[src/rtl/rr_mux_n.sv]
// Purpose: N-channel registered mux with round-robin, fixed-priority or direct-select arbitration.
// Latency: one cycle from an input transfer to out_valid; sustains one word per cycle.
// Backpressure: while out_valid && !out_ready the output holds and every in_ready is low.
module rr_mux_n #(
  parameter int WIDTH    = 32,
  parameter int CHANNELS = 4,
  parameter int SEL_W    = 2,
  parameter int MODE     = 0
) (
  input  logic                      clk,
  input  logic                      reset,
  input  logic [CHANNELS*WIDTH-1:0] in_data,
  input  logic [CHANNELS-1:0]       in_valid,
  output logic [CHANNELS-1:0]       in_ready,
  input  logic [SEL_W-1:0]          sel,
  output logic [WIDTH-1:0]          out_data,
  output logic [SEL_W-1:0]          out_chan,
  output logic                      out_valid,
  input  logic                      out_ready
);

  logic [SEL_W-1:0]    rr_ptr;
  logic [CHANNELS-1:0] grant;
  logic                can_accept;
  logic                xfer;
  logic [SEL_W-1:0]    gidx;
  logic [SEL_W-1:0]    nxt_ptr;
  logic [WIDTH-1:0]    gdata;
  int                  best_d;

  // Pick at most one requesting channel according to the arbitration mode.
  always_comb begin
    grant  = '0;
    best_d = CHANNELS;
    if (MODE == 0) begin
      // Distance of each channel from rr_ptr, walking upward with wrap;
      // the nearest requester wins.
      for (int i = 0; i < CHANNELS; i++) begin
        if (in_valid[i] && ((i + CHANNELS - int'(rr_ptr)) % CHANNELS) < best_d)
          best_d = (i + CHANNELS - int'(rr_ptr)) % CHANNELS;
      end
      for (int i = 0; i < CHANNELS; i++) begin
        grant[i] = in_valid[i] && (((i + CHANNELS - int'(rr_ptr)) % CHANNELS) == best_d);
      end
    end else if (MODE == 1) begin
      // Lowest-index requester wins.
      for (int i = CHANNELS - 1; i >= 0; i--) begin
        if (in_valid[i])
          best_d = i;
      end
      for (int i = 0; i < CHANNELS; i++) begin
        grant[i] = in_valid[i] && (i == best_d);
      end
    end else begin
      // Direct select looks only at the selected channel's own request;
      // out-of-range selects match no channel.
      for (int i = 0; i < CHANNELS; i++) begin
        grant[i] = (int'(sel) == i) && in_valid[i];
      end
    end
  end

  // Encode the granted channel index, its data word and the next round-robin pointer.
  always_comb begin
    gidx    = '0;
    gdata   = '0;
    nxt_ptr = rr_ptr;
    for (int i = 0; i < CHANNELS; i++) begin
      if (grant[i]) begin
        gidx    = SEL_W'(i);
        gdata   = in_data[i*WIDTH +: WIDTH];
        nxt_ptr = (i == CHANNELS - 1) ? '0 : SEL_W'(i + 1);
      end
    end
  end

  // Accept when the output stage is empty or draining this cycle; silent in reset.
  always_comb begin
    can_accept = !out_valid || out_ready;
    in_ready   = {CHANNELS{can_accept && !reset}} & grant;
    xfer       = |(in_valid & in_ready);
  end

  // Single output register: refill on transfer, otherwise drop valid when drained.
  always_ff @(posedge clk or posedge reset) begin
    if (reset) begin
      out_valid <= 1'b0;
      out_data  <= '0;
      out_chan  <= '0;
      rr_ptr    <= '0;
    end else begin
      if (xfer) begin
        out_data  <= gdata;
        out_chan  <= gidx;
        out_valid <= 1'b1;
        if (MODE == 0)
          rr_ptr <= nxt_ptr;
      end else if (out_valid && out_ready) begin
        out_valid <= 1'b0;
      end
    end
  end

endmodule

[config.mk]
export PLATFORM = sky130hd
export DESIGN_NAME = rr_mux_n
export DESIGN_NICKNAME = d
export VERILOG_FILES = /design/src/rtl/rr_mux_n.sv
export SDC_FILE = /design/constraint.sdc
export NUM_CORES = 1
export LEC_CHECK = 0
export CAP_MARGIN = 15
export CORE_ASPECT_RATIO = 2
export CORE_MARGIN = 5
export CORE_UTILIZATION = 30
export DETAILED_ROUTE_END_ITERATION = 16
export GPL_TIMING_DRIVEN = 1
export PLACE_DENSITY_LB_ADDON = 0.3
export SYNTH_ARGS = -nofsm -noshare
export SYNTH_HDL_FRONTEND = slang
export SYNTH_SLANG_ARGS = --single-unit
[constraint.sdc]
create_clock -name clk -period 3.95 [get_ports clk]
set_input_delay 0.395 -clock clk [delete_from_list [all_inputs] [get_ports clk]]
set_output_delay 0.395 -clock clk [all_outputs]
set_load 0.01 [all_outputs]
==> results.md, run 1 <==
- Area of the multi-input gates: 0.00147 mm^2
- IO Pins: 176
- Skew final: 1.57 ps
- Critical Path AT: 3500 ps
- Maximum vdd ir drop: 0.478 mV
- Placement Setup Slack: -97.7 ps
- Slew Limit Fails: 0
- EDFF count, synth: 0
- Final instance area: 0.00452 mm^2
- Most frequent cells in the layout: clkdlybuf4s50_1, nand2_1, nor2_1, dfrtp_1, a21oi_1
- Final setup fails: 0
- Critical path class: in -> out
- Routability cong.: 0.856
- Final worst path period share: 0.985
- Post-route ant nets: 0
- CTS tree: done
- DR vias/cell: 5.22
- Syn nets: 408
- Register Area: 928 um^2
- Later-pin clock latency in the skew report: 280 ps
- Largest net degree at the start of global routing: 71
- Initial DRC count: 95
- Max Clock Freq: 0.257 GHz
- Post-DP HPWL: 7310 um
- RSZ-0062 raised after global routing: yes
- Primary FF master, synth: dfrtp_1
- Crit. End Element: primary output
- Clk sinks: 37
- Delay-heaviest family, CP: buffers and inverters
- CP required: 3560 ps
- Leading cell type in the layout, fill and taps excluded: clkdlybuf4s50_1
- Max Buffers Root-to-Sink: 2
- Placed cell areas: 0.00435 mm^2
- Yosys synthesis warning count: 0
- Worst min-delay path class: reg -> reg
- Vias in the first global route: 2945
- LEAKAGE: 1.83 nW
- Drt pass-1 iters: 4
- Final count of hold timing violations: 0
- Yosys cell types: 37
- DIE AREA: 0.0105 mm^2
- Clock transition at path regs: 50 ps
- FP Rows: 47
- Sequential fraction of the synthesis area: 0.367
- Cells after synthesis: 269
- Setup ws final: 58.7 ps
- Num CTS Buffers: 5
- Share of layout cells above drive strength 1: 0.146
- Initial antenna violation count: 0
- Max Cap Viol: 0
- Tightest Pin Transition: 489 ps
- Remaining DRCs: 0
- Die X: 74.9 um
- Global-route wire length before repair: 14800 um
- FFs w/ async S/R, synth: 1.00
- Vias: 2801
- Root Buffer: clkbuf_16
- Initial core utilization: 0.307
- Syn_area_per_cell: 9.38 um^2
- Core Region: 0.00823 mm^2
- Antenna Cells: 0
- Critical path's largest stage delay: 540 ps
- Total GRT Usage: 0.186
- Cell Pwr Density: 755 mW/mm^2
- WHS: 480 ps
- Setup tns final: 0 ps
- Flops & latches, synth: 37
- Die height: 140 um
- Synth-to-Final Area Change: 79.2%
- Startpoint Class: input port
- Crit-path slowest cell: clkdlybuf4s50_1
- Final WL: 9700 um
- Final worst path period need: 3890 ps
- Crit path cell chain: clkdlybuf4s50_1 > inv_1 > mux2i_1 > a32oi_2 > ha_1 > o22ai_2 > o21ai_2 > o21ai_0 > ha_1 > nor2b_2 > o21ai_2 > buf_4 > o211ai_1 > nor2_1 > clkdlybuf4s50_1
- Mapped Area: 0.00252 mm^2
- H-Tree Depth: 2
- Outcome: finished clean
- Drt wl/cell: 18.1 um
- Congestion Overflow GR: 0
- Flop-to-flop setup slack: 360 ps
- Crit-path max FO: 3
- I/O Buffers: 173
- Slew headroom: 0.674
- Nets: 578
- Filler cells: 758
- Worst path bufs/invs: 4
## synth_stat cells (2+ instances only)
cell type / number / area, um^2
a221o_1: 32 / 320
buf_2: 14 / 70.1
buf_4: 3 / 22.5
buf_6: 4 / 45.0
nor2b_1: 5 / 31.3
o31ai_2: 28 / 350
nor2_1: 35 / 131
dfrtp_1: 37 / 926
o21ai_0: 3 / 15.0
nand2b_1: 2 / 12.5
ha_1: 2 / 25.0
inv_1: 6 / 22.5
o21ai_1: 2 / 10.0
nand2_1: 37 / 139
clkbuf_1: 2 / 7.51
o31ai_1: 4 / 30.0
a21oi_1: 33 / 165
## per-stage QoR
stage | total power, mW | cells | utilization
finish | 3.41 | 537 | 0.549
global route | 3.70 | 537 | 0.549
CTS | 3.45 | 537 | 0.548
detailed placement | 3.03 | 530 | 0.529
global placement | 2.96 | 530 | 0.529
floorplan | 2.18 | 269 | -
## area by class of cell
class                   count  area share
inverters                   6     0.00498
flip-flops and latches     37       0.205
multi-input cells         203       0.324
clock buffers               7      0.0315
well taps                  98      0.0271
repair buffers            186       0.407
## where the power goes
part / switching [mW] / internal [mW] / leakage [nW]
Combinational: 1.21 / 1.15 / 1.30
Sequential: 0.0991 / 0.558 / 0.462
Clock: 0.143 / 0.248 / 0.0700
## cell families (layout without fill, tap and decap cells)
family	after synthesis	count (layout)	synth area share
AOI/OAI and AO/OA	114	114	0.402
xor gates and xnor gates	1	1	0.00347
adders and majority gates	2	2	0.00991
buffers and inverters	29	199	0.0664
DFF	37	37	0.367
muxes	1	1	0.00397
and+or+nand+nor	85	85	0.147
## layer usage
metal	track usage	share of wire
met1	0.192	0.34
met2	0.349	0.57
met3	0.0332	0.063
met4	0.0760	0.027
met5	0	0
## final timing paths
path,start,endpoint,cells past startpoint
max,in_valid[0],in_ready[3],15
min,out_data[11],out_data[11],2
max reg2reg,rr_ptr[0],out_data[23],15
min reg2reg,out_data[11],out_data[11],2
max in group asynchronous,reset,rr_ptr[0],3
min in group asynchronous,reset,out_valid,3
## worst register-to-register path: cells and delay by family (launching register included)
family,cells,cell delay (ps)
AOI/OAI and AO/OA,9,1570
and+or+nand+nor,2,450
buffers and inverters,2,410
DFF,1,470
adders and majority gates,2,580
## sequential cells by signal, indices dropped and copies added (netlist names)
name and flops:
out_data 32, rr_ptr 2, out_valid 1, out_chan 2
## repair_timing
item | 4_1_cts | 5_1_grt
buffers inserted | 0 | 0
cloned | 0 | 0
gates resized for setup | 7 | 2
endpoints found under the setup margin | 4 | 3
hold buffers | 0 | 0
Note: power is estimated with default switching activity, not from simulation.
==> inputs of run 2 (changes only) <==
Settings changed: CTS_CLUSTER_SIZE set to 40, RECOVER_POWER set to 100.
==> results.md, run 2 (synthesis results as in run 1) <==
- LEAKAGE: 1.87 nW (was 1.83 nW)
- Tightest Pin Transition: 2080 ps (was 489 ps)
- CTS tree: done (unchanged)
- Initial antenna violation count: 0 (unchanged)
- Logic gate share of total power: 0.688 (was 0.693)
- Post-Place Cells: 530 (unchanged)
- Crit path cell chain: clkdlybuf4s50_1 > inv_1 > mux2i_1 > a32oi_2 > ha_1 > o22ai_2 > o21ai_2 > nand2_1 > o21ai_0 > ha_1 > nor2b_2 > o21ai_2 > buf_4 > a21oi_4 > nor2b_1 > clkdlybuf4s50_1 (was clkdlybuf4s50_1 > inv_1 > mux2i_1 > a32oi_2 > ha_1 > o22ai_2 > o21ai_2 > o21ai_0 > ha_1 > nor2b_2 > o21ai_2 > buf_4 > o211ai_1 > nor2_1 > clkdlybuf4s50_1)
- Post-Layout Cell Count: 537 (unchanged)
- H-Tree Depth: 2 (unchanged)
- I/O Buffers: 173 (unchanged)
- Critical path's largest stage delay: 550 ps (was 540 ps)
- Startpoint Class: input port (unchanged)
- Total GRT Usage: 0.186 (unchanged)
- Vias in the first global route: 2945 (unchanged)
- Top flop regs: out_data: 32 flops, out_chan: 2 flops, rr_ptr: 2 flops (unchanged)
- Critical path class: in -> out (unchanged)
- IO Pins: 176 (unchanged)
- Delay-heaviest family, CP: buffers and inverters (unchanged)
- Antenna Cells: 0 (unchanged)
- Largest net degree at the start of global routing: 71 (unchanged)
- Final worst path period need: 3870 ps (was 3890 ps)
- Clk sinks: 37 (unchanged)
- Clock share of power: 0.117 (was 0.114)
- Max Buffers Root-to-Sink: 2 (unchanged)
- Skew final: 1.80 ps (was 1.57 ps)
- Die X: 74.9 um (unchanged)
- Root Buffer: clkbuf_16 (unchanged)
- Total power draw: 3.34 mW (was 3.41 mW)
- Sequential share of power: 0.194 (was 0.193)
- Clock transition at path regs: 50 ps (about the same)
- Final worst path period share: 0.980 (was 0.985)
- Cell Pwr Density: 740 mW/mm^2 (was 755 mW/mm^2)
- Post-DP HPWL: 7310 um (unchanged)
- Initial DRC count: 92 (was 95)
- Max Clock Freq: 0.258 GHz (was 0.257 GHz)
- Post-CTS Setup Bufs: 0 (unchanged)
- Number of hold buffers added after CTS: 0 (unchanged)
- Vias: 2813 (was 2801)
- DR vias/cell: 5.24 (was 5.22)
- Synth-to-Final Area Change: 78.5% (was 79.2%)
- Worst min-delay path class: reg -> reg (unchanged)
- Critical Path AT: 3480 ps (was 3500 ps)
- Failing checks: capacitance limit, slew limit
- Later-pin clock latency in the skew report: 280 ps (about the same)
- Drt pass-1 iters: 4 (unchanged)
- Leading cell type in the layout, fill and taps excluded: clkdlybuf4s50_1 (unchanged)
- Worst path bufs/invs: 4 (unchanged)
- Crit-path slowest cell: clkdlybuf4s50_1 (unchanged)
- CP required: 3560 ps (about the same)
- Sw frac: 0.434 (was 0.426)
- Num CTS Buffers: 5 (unchanged)
- Slew headroom: -0.389 (was 0.674)
- Maximum vdd ir drop: 0.473 mV (was 0.478 mV)
- Final setup fails: 0 (unchanged)
- Congestion Overflow GR: 0 (unchanged)
- Post-route ant nets: 0 (unchanged)
- RSZ-0062 raised after global routing: yes (unchanged)
- Global-route wire length before repair: 14800 um (unchanged)
- Initial core utilization: 0.307 (unchanged)
- Slew Limit Fails: 38 (was 0)
- Crit. End Element: primary output (unchanged)
- Max FFs per register: 32 (unchanged)
- FP Rows: 47 (unchanged)
- Drt wl/cell: 18.0 um (was 18.1 um)
- Routability cong.: 0.856 (unchanged)
- Core Region: 0.00823 mm^2 (unchanged)
- Remaining DRCs: 0 (unchanged)
- NetSw: 1.45 mW (about the same)
- Outcome: finished with violations (was finished clean)
- DIE AREA: 0.0105 mm^2 (unchanged)
- Internal: 1.89 mW (was 1.96 mW)
- Max Cap Viol: 1 (was 0)
- Nets: 578 (unchanged)
- Final WL: 9670 um (was 9700 um)
- Die height: 140 um (unchanged)
- Register bank with the most flops: out_data (unchanged)
- Share of layout cells above drive strength 1: 0.144 (was 0.146)
- Flop-to-flop setup slack: 210 ps (was 360 ps)
- Final count of hold timing violations: 0 (unchanged)
- Crit-path max FO: 3 (unchanged)
- Most frequent cells in the layout: clkdlybuf4s50_1, nand2_1, dlygate4sd3_1, nor2_1, dfrtp_1 (was clkdlybuf4s50_1, nand2_1, nor2_1, dfrtp_1, a21oi_1)
[run 2: cell count changes in the layout (fill, tap and decap cells not counted)]
cell and change:
buf_12 -1, clkbuf_1 +1, clkdlybuf4s50_1 -36, dlygate4sd3_1 +36
[run 2: cell type report]
cell class | count | area (um^2)
Tap cell | 98 | 123
Clock buffer | 7 | 143
Sequential cell | 37 | 928
Multi-Input combinational cell | 203 | 1470
Timing Repair Buffer | 186 | 1820
Inverter | 6 | 22.5
Fill cell | 762 | 3730
[run 2: worst paths after layout]
path                            cells after the start           end         start
min in group asynchronous                           3     out_valid         reset
max in group asynchronous                           3     rr_ptr[0]         reset
worst min register to register                      2  out_data[11]  out_data[11]
worst max-delay path                               16   in_ready[2]   in_valid[0]
worst max register to register                     13     rr_ptr[0]     rr_ptr[0]
worst min-delay path                                2  out_data[11]  out_data[11]
[run 2: metal layers]
metal  up-vias  wire length (um)  global-route usage
met4         0               258              0.0760
met1      1334              3230               0.192
met2       106              5580               0.349
met5         -                 0                   0
met3        18               602              0.0332
li1       1355                 -                   -
[run 2: tightest hold or removal path: cells and delay by family (launching register included)]
| kind | cells | cell delay [ps] |
|---|---|---|
| flip-flops | 1 | 330 |
| AO/OA/AOI/OAI | 1 | 50 |
| AND/OR/NAND/NOR | 1 | 60 |
[run 2: what timing repair did]
item / in CTS / in global routing
pin swaps: 0 / 0
resized for setup: 7 / 2
setup endpoints to repair: 4 / 3
[run 2: stage by stage]
step	cell area (um^2)	setup TNS, ps	hold WS (ps)	utilization	setup slack, ps
4_1_cts	4510	0	481	0.548	3.64
2_1_floorplan	2520	0	516	-	543
3_5_place_dp	4350	-296	469	0.529	-97.7
5_1_grt	4510	-494	489	0.547	-151
6_report	4510	0	473	0.547	77.0
3_3_place_gp	4350	0	461	0.529	86.4
[run 2: power groups by stage]
stage	registers (mW)	logic [mW]	clock network [mW]
3_5_place_dp	0.660	2.37	0
6_report	0.649	2.30	0.391
3_3_place_gp	0.650	2.31	0
5_1_grt	0.675	2.52	0.422
2_1_floorplan	0.727	1.45	0
4_1_cts	0.659	2.38	0.407
==> inputs of run 3 (changes only) <==
Settings changed: CTS_CLUSTER_DIAMETER set to 60.
==> results of run 3 <==
Final layout, timing and power as in run 2 (identical DEF).
